[src/rtl/rvdff_skid_slice.sv]
// Registered valid/ready pipeline slice: a main register feeds the consumer and a
// one-entry skid register absorbs the word accepted while in_ready is still high.
//
//   state | meaning
//   EMPTY | nothing held; out_valid=0, in_ready=1
//   ONE   | main holds the head entry; out_valid=1, in_ready=1
//   FULL  | main and skid both hold entries; out_valid=1, in_ready=0
module rvdff_skid_slice #(
  parameter int WIDTH = 2
) (
  input  logic             clk,
  input  logic             rst,
  input  logic             in_valid,
  output logic             in_ready,
  input  logic [WIDTH-1:0] in_data,
  output logic             out_valid,
  input  logic             out_ready,
  output logic [WIDTH-1:0] out_data,
  output logic [1:0]       occupancy
);

  // Encoding equals the number of held entries, so the state drives occupancy.
  typedef enum logic [1:0] {
    EMPTY = 2'd0,
    ONE   = 2'd1,
    FULL  = 2'd2
  } state_t;

  state_t           state_q, state_nxt;
  logic [WIDTH-1:0] main_q, main_nxt;
  logic [WIDTH-1:0] skid_q, skid_nxt;
  logic             in_ready_q;
  logic             out_valid_q;
  logic             up_xfer;
  logic             dn_xfer;

  assign up_xfer = in_valid & in_ready_q;
  assign dn_xfer = out_valid_q & out_ready;

  always_comb begin
    state_nxt = state_q;
    main_nxt  = main_q;
    skid_nxt  = skid_q;
    case (state_q)
      EMPTY: begin
        if (up_xfer) begin
          state_nxt = ONE;
          main_nxt  = in_data;
        end
      end
      ONE: begin
        if (up_xfer && dn_xfer) begin
          main_nxt = in_data;
        end else if (up_xfer) begin
          state_nxt = FULL;
          skid_nxt  = in_data;
        end else if (dn_xfer) begin
          state_nxt = EMPTY;
        end
      end
      FULL: begin
        // in_ready is low here, so only a drain can happen.
        if (dn_xfer) begin
          state_nxt = ONE;
          main_nxt  = skid_q;
        end
      end
      default: begin
        state_nxt = EMPTY;
      end
    endcase
  end

  // Handshake outputs are flopped from the next state, keeping both paths registered.
  always_ff @(posedge clk) begin
    if (rst) begin
      state_q     <= EMPTY;
      main_q      <= '0;
      skid_q      <= '0;
      in_ready_q  <= 1'b1;
      out_valid_q <= 1'b0;
    end else begin
      state_q     <= state_nxt;
      main_q      <= main_nxt;
      skid_q      <= skid_nxt;
      in_ready_q  <= (state_nxt != FULL);
      out_valid_q <= (state_nxt != EMPTY);
    end
  end

  assign in_ready  = in_ready_q;
  assign out_valid = out_valid_q;
  assign out_data  = main_q;
  assign occupancy = state_q;

endmodule
[config.mk]
export PLATFORM = sky130hd
export DESIGN_NAME = rvdff_skid_slice
export DESIGN_NICKNAME = d
export VERILOG_FILES = /design/src/rtl/rvdff_skid_slice.sv
export SDC_FILE = /design/constraint.sdc
export NUM_CORES = 1
export LEC_CHECK = 0
export ABC_AREA = 0
export CORE_AREA = 2 2 39 41
export DETAILED_ROUTE_END_ITERATION = 8
export DIE_AREA = 0 0 41 43
export SYNTH_ARGS = -nofsm -noshare
export SYNTH_HDL_FRONTEND = slang
export SYNTH_SLANG_ARGS = --single-unit
[constraint.sdc]
create_clock -name clk -period 2.8 [get_ports clk]
set_input_delay 0.42 -clock clk [delete_from_list [all_inputs] [get_ports clk]]
set_output_delay 0.42 -clock clk [all_outputs]
set_load 0.005 [all_outputs]
# == After elaboration in Yosys (flattened, before gate mapping) ==
# Cells that the tools add are included.
# totals
ff_bits,8
output_inout_bits,6
# classes
eq_ne,6
n_reduce_logical,6
muxes,10
bitwise,3
# op_table
cell,count
2-bit two-way mux,8
2-bit one-hot mux with 3 select lines,2
2-bit inequality test (second input constant),4
4-bit AND reduction,1
3-bit AND reduction,1
3-bit nonzero test,1
1-bit bitwise AND,2
2-bit by 1-bit equality test with 1-bit output (second input constant),1
2-bit equality test (second input constant),1
2-bit zero test,1
2-bit nonzero test,1
1-bit logical AND,1
1-bit NOT,1

# == Logic depth before layout (Yosys ltp) ==
# depth
ltp_word,6
mapped_depth,3
ltp_nobuf,3

# == Least setup slack after synthesis ==
# No wires, ideal clock.
# synth_timing
path_kind,input port to flip-flop
from,input port in_valid
to,"register in_ready_q, in the netlist in_ready"
cell_stages,3
t_arrival_ps,1002
slack_ps,1676
cell_sequence,and3b_2 > nand2_1 > a221o_1
# synth_via
elab_chain_len,5
# synth_rtl
element,line,text
"start, declared",13,"input logic in_valid,"
1-bit bitwise AND (*),37,assign up_xfer = in_valid & in_ready_q;
2-bit two-way mux / 1-bit logical AND (equally long branches),"54, 52",
2-bit two-way mux,52,if (up_xfer && dn_xfer) begin
2-bit one-hot mux with 3 select lines (*),44,case (state_q)
2-bit inequality test (*),86,in_ready_q <= (state_nxt != FULL);
"end signal, assigned",86,
"end, declared",32,logic in_ready_q;
# Mark *: on every way between the ends. The rest lies on a longest branch, timed or not.
# A chain may end at the register's enable or synchronous reset.

# == Worst setup path after layout ==
# layout_timing
from,"register out_valid_q, in the netlist out_valid"
to,output port out_valid
# layout_lines
element,line,text
"start, declared",33,logic out_valid_q;
"start signal, assigned",87,out_valid_q <= (state_nxt != EMPTY);
"end, declared",16,"output logic out_valid,"
# No word-level cell between the ends.

==> impl_results.md <==
* Area grow syn2layout at 37.30%
* Combinational cell fraction of total power at 24.7%
* Die Footprint at about 1800 sq um
* Root buffer cell: clkbuf_4
* Fin crit share at around three fifths
* Slowest CP cell: clkdlybuf4s50_1
* Syn Inst Count at 37
* Clock sinks at 8
* Antenna viol nets, final at 0
* Yosys cell types at 20
* Int Pwr at between 200 and 250 uW
* R2R Setup Slk at between 1.5 and 2 ns
* Cell area after synthesis at 399.1 sq um
* Critical R2R Launch: occupancy[1]
* Total grt overflow at 0
* Reg2reg path depth at 3
* Sw Pwr at around 82 uW
* Tightest Pin Transition at a little over 0.3 ns
* Max stage delay on crit path at roughly 0.56 ns
* First-pass DRT Iterations at 4
* Initial drt markers at 19
* Sw Share at 27.23%
* Clock insertion delay at the later pin of the skew report at ~0.25 ns
* Min-delay src: skid_q[0]
* Max cap viols at 0
* Vias in the first global route at about 350
* Vias at 361
* Setup bufs post-CTS at 0
* Most common cell after layout, fill and taps aside: clkdlybuf4s50_1
* Pre-CTS WS at ~1.1 ns
* WS Path Type: reg2out
* WP buf/inv at 1
* Setup Viol. Count Final at 0
* First-pass GRT wire length at around 1500 um
* Slew HR at between 70% and 80%
* # diodes at 0
* Cell area after layout at ~550 sq um
* Crit-path max FO at 7
* Die Wd at between 40 and 50 um
* Clock Skews at 0.004451 ns
* Syn avg cell area at around 11 sq um
* Yosys warns at 0
* Mean routed wirelength per cell at around 13 um
* DRC Markers at 0
* PostCTS Resize Cnt at 0
* Final hold slack at 0.4843 ns
* Post-Syn Nets at 43
* Sequential area share after synthesis at between 40 and 50%
* Die height at 43 um
* Final TNS setup at 0 ns
* Hold buffer count at cts at 0
* Fin util at between 30% and 40%
* Critical Path AT at roughly 1.3 ns
* CTS tree: done
* Maximum clock path buffer count at 2
* Leak at 0.0001984 uW
* Power Density at roughly 550 nW/um^2
* Initial core utilization at slightly below 30%
* Fin. Hold Viols at 0
* Shortest period the worst path allows at around 1.7 ns
* FMAX at just under 0.6 GHz
* Initial antenna violation count at 0
* Hold Crit Class: reg2reg
* Clock buffer count from CTS at 3
* Number of synthesized register bits at 8
* Crit-path cells: clkdlybuf4s50_1
* Worst Setup End Kind: primary output
* Hold EP: skid_q[0]
* I/O Buffers at 11
* Hold depth at 2
* RR Endpoint: out_data[0]
* Placed Area at approximately 530 sq um
* Largest net degree at the start of global routing at 10
* Top delay family on crit path: buffers and inverters
* Setup WS post-layout at about 1.1 ns
* Avg Vias per Cell at roughly 5.5
* Total Routing Usage GR at approximately an eighth
* H-tree depth at 1
* Unrepaired setup endpoints after global routing: no
* Status: finished, final reports clean
* Final Max Slew Viols at 0
* Placer Congestion at 0.7781
* Core area at approximately 1400 sq um
* Proportion of layout cells with a drive suffix above 1 at between 20% and 30%
* Clock transition at the registers of the reported paths at approximately 0.060 ns
* Rows at 14
* Clock power frac at around 30%
* Worst vdd ir at approximately 0.00021 V
* Sequential share of power at between 40% and 50%
* Commonest cells after routing, fill and taps aside: clkdlybuf4s50_1, dfxtp_1, a211oi_1, o21ai_0, clkbuf_4
* Final #Nets at 58
* Worst EP required at between 2 and 2.5 ns
* Post-Route WL at a little under 900 um
* I/O pins at 12
* Worst setup SP type: flip-flop
-- sequential cells by signal, indices dropped and copies added, names as in the netlist --
name       cells
in_ready       1
occupancy      2
out_data       2
out_valid      1
skid_q         2
-- metrics by stage --
step | cells | power [uW]
global route | 66 | 321.1
global placement | 63 | 215.5
CTS | 66 | 306.5
finish | 66 | 301.8
floorplan | 37 | 179.9
detailed placement | 63 | 215.9
-- cells in the mapped netlist --
library cell / n / share of area, %
a211oi_1: 5 / 9.4
a211oi_2: 1 / 3.1
a21bo_2: 1 / 2.5
a21boi_4: 1 / 4.7
a21oi_1: 2 / 2.5
a221o_1: 1 / 2.5
a221oi_1: 1 / 2.2
and3b_2: 1 / 2.5
and4b_2: 1 / 2.8
buf_1: 1 / 0.94
dfxtp_1: 8 / 40
mux2i_1: 2 / 5.0
nand2_1: 2 / 1.9
nand3_1: 2 / 2.5
nand3b_1: 1 / 1.9
nand4_1: 1 / 1.6
nor4bb_2: 1 / 4.1
o21ai_0: 3 / 3.8
o22ai_2: 1 / 3.1
or2b_4: 1 / 2.8
-- power by group through the flow --
stage                     combinational (uW)  clock (uW)  sequential, uW
after global routing                    81.9        97.8             141
final                                   74.6        88.3             139
after CTS                               74.9        92.7             139
after global placement                  74.2           0             141
after floorplan                         40.4           0             139
after detailed placement                74.1           0             142
-- cells by family after synthesis --
group                  Yosys count  share of synthesized area [%]
AOI/OAI and AO/OA               16                          33.86
DFF                              8                          40.12
buffers and inverters            1                         0.9395
muxes                            2                          5.016
and+or+nand+nor                 10                          20.07
-- per-layer routing --
metal / track usage (%) / wire, um / vias to the layer above
li1: - / - / 179
met1: 14.19 / 369 / 167
met2: 19.06 / 440 / 13
met3: 7.853 / 62 / 2
met4: 6.000 / 9 / 0
met5: 0 / 0 / -
-- how the worst max path moves through the flow --
stage,from,endpoint,slack (ns),cells after the start
floorplan,in_valid,in_ready,1.68,3
detailed placement,in_valid,in_ready,1.07,4
finish,out_valid,out_valid,1.09,1
global placement,in_valid,in_ready,1.09,4
CTS,out_valid,out_valid,1.09,1
global route,out_valid,out_valid,1.01,1
-- area by class of cell --
class,instances,area [sq um]
flip-flops and latches,8,160.2
repair buffers,11,110.1
multi-input cells,28,235.2
clock buffers,3,22.52
fillers,144,835.8
well taps,16,20.02
Note: power is estimated with default switching activity, not from simulation.
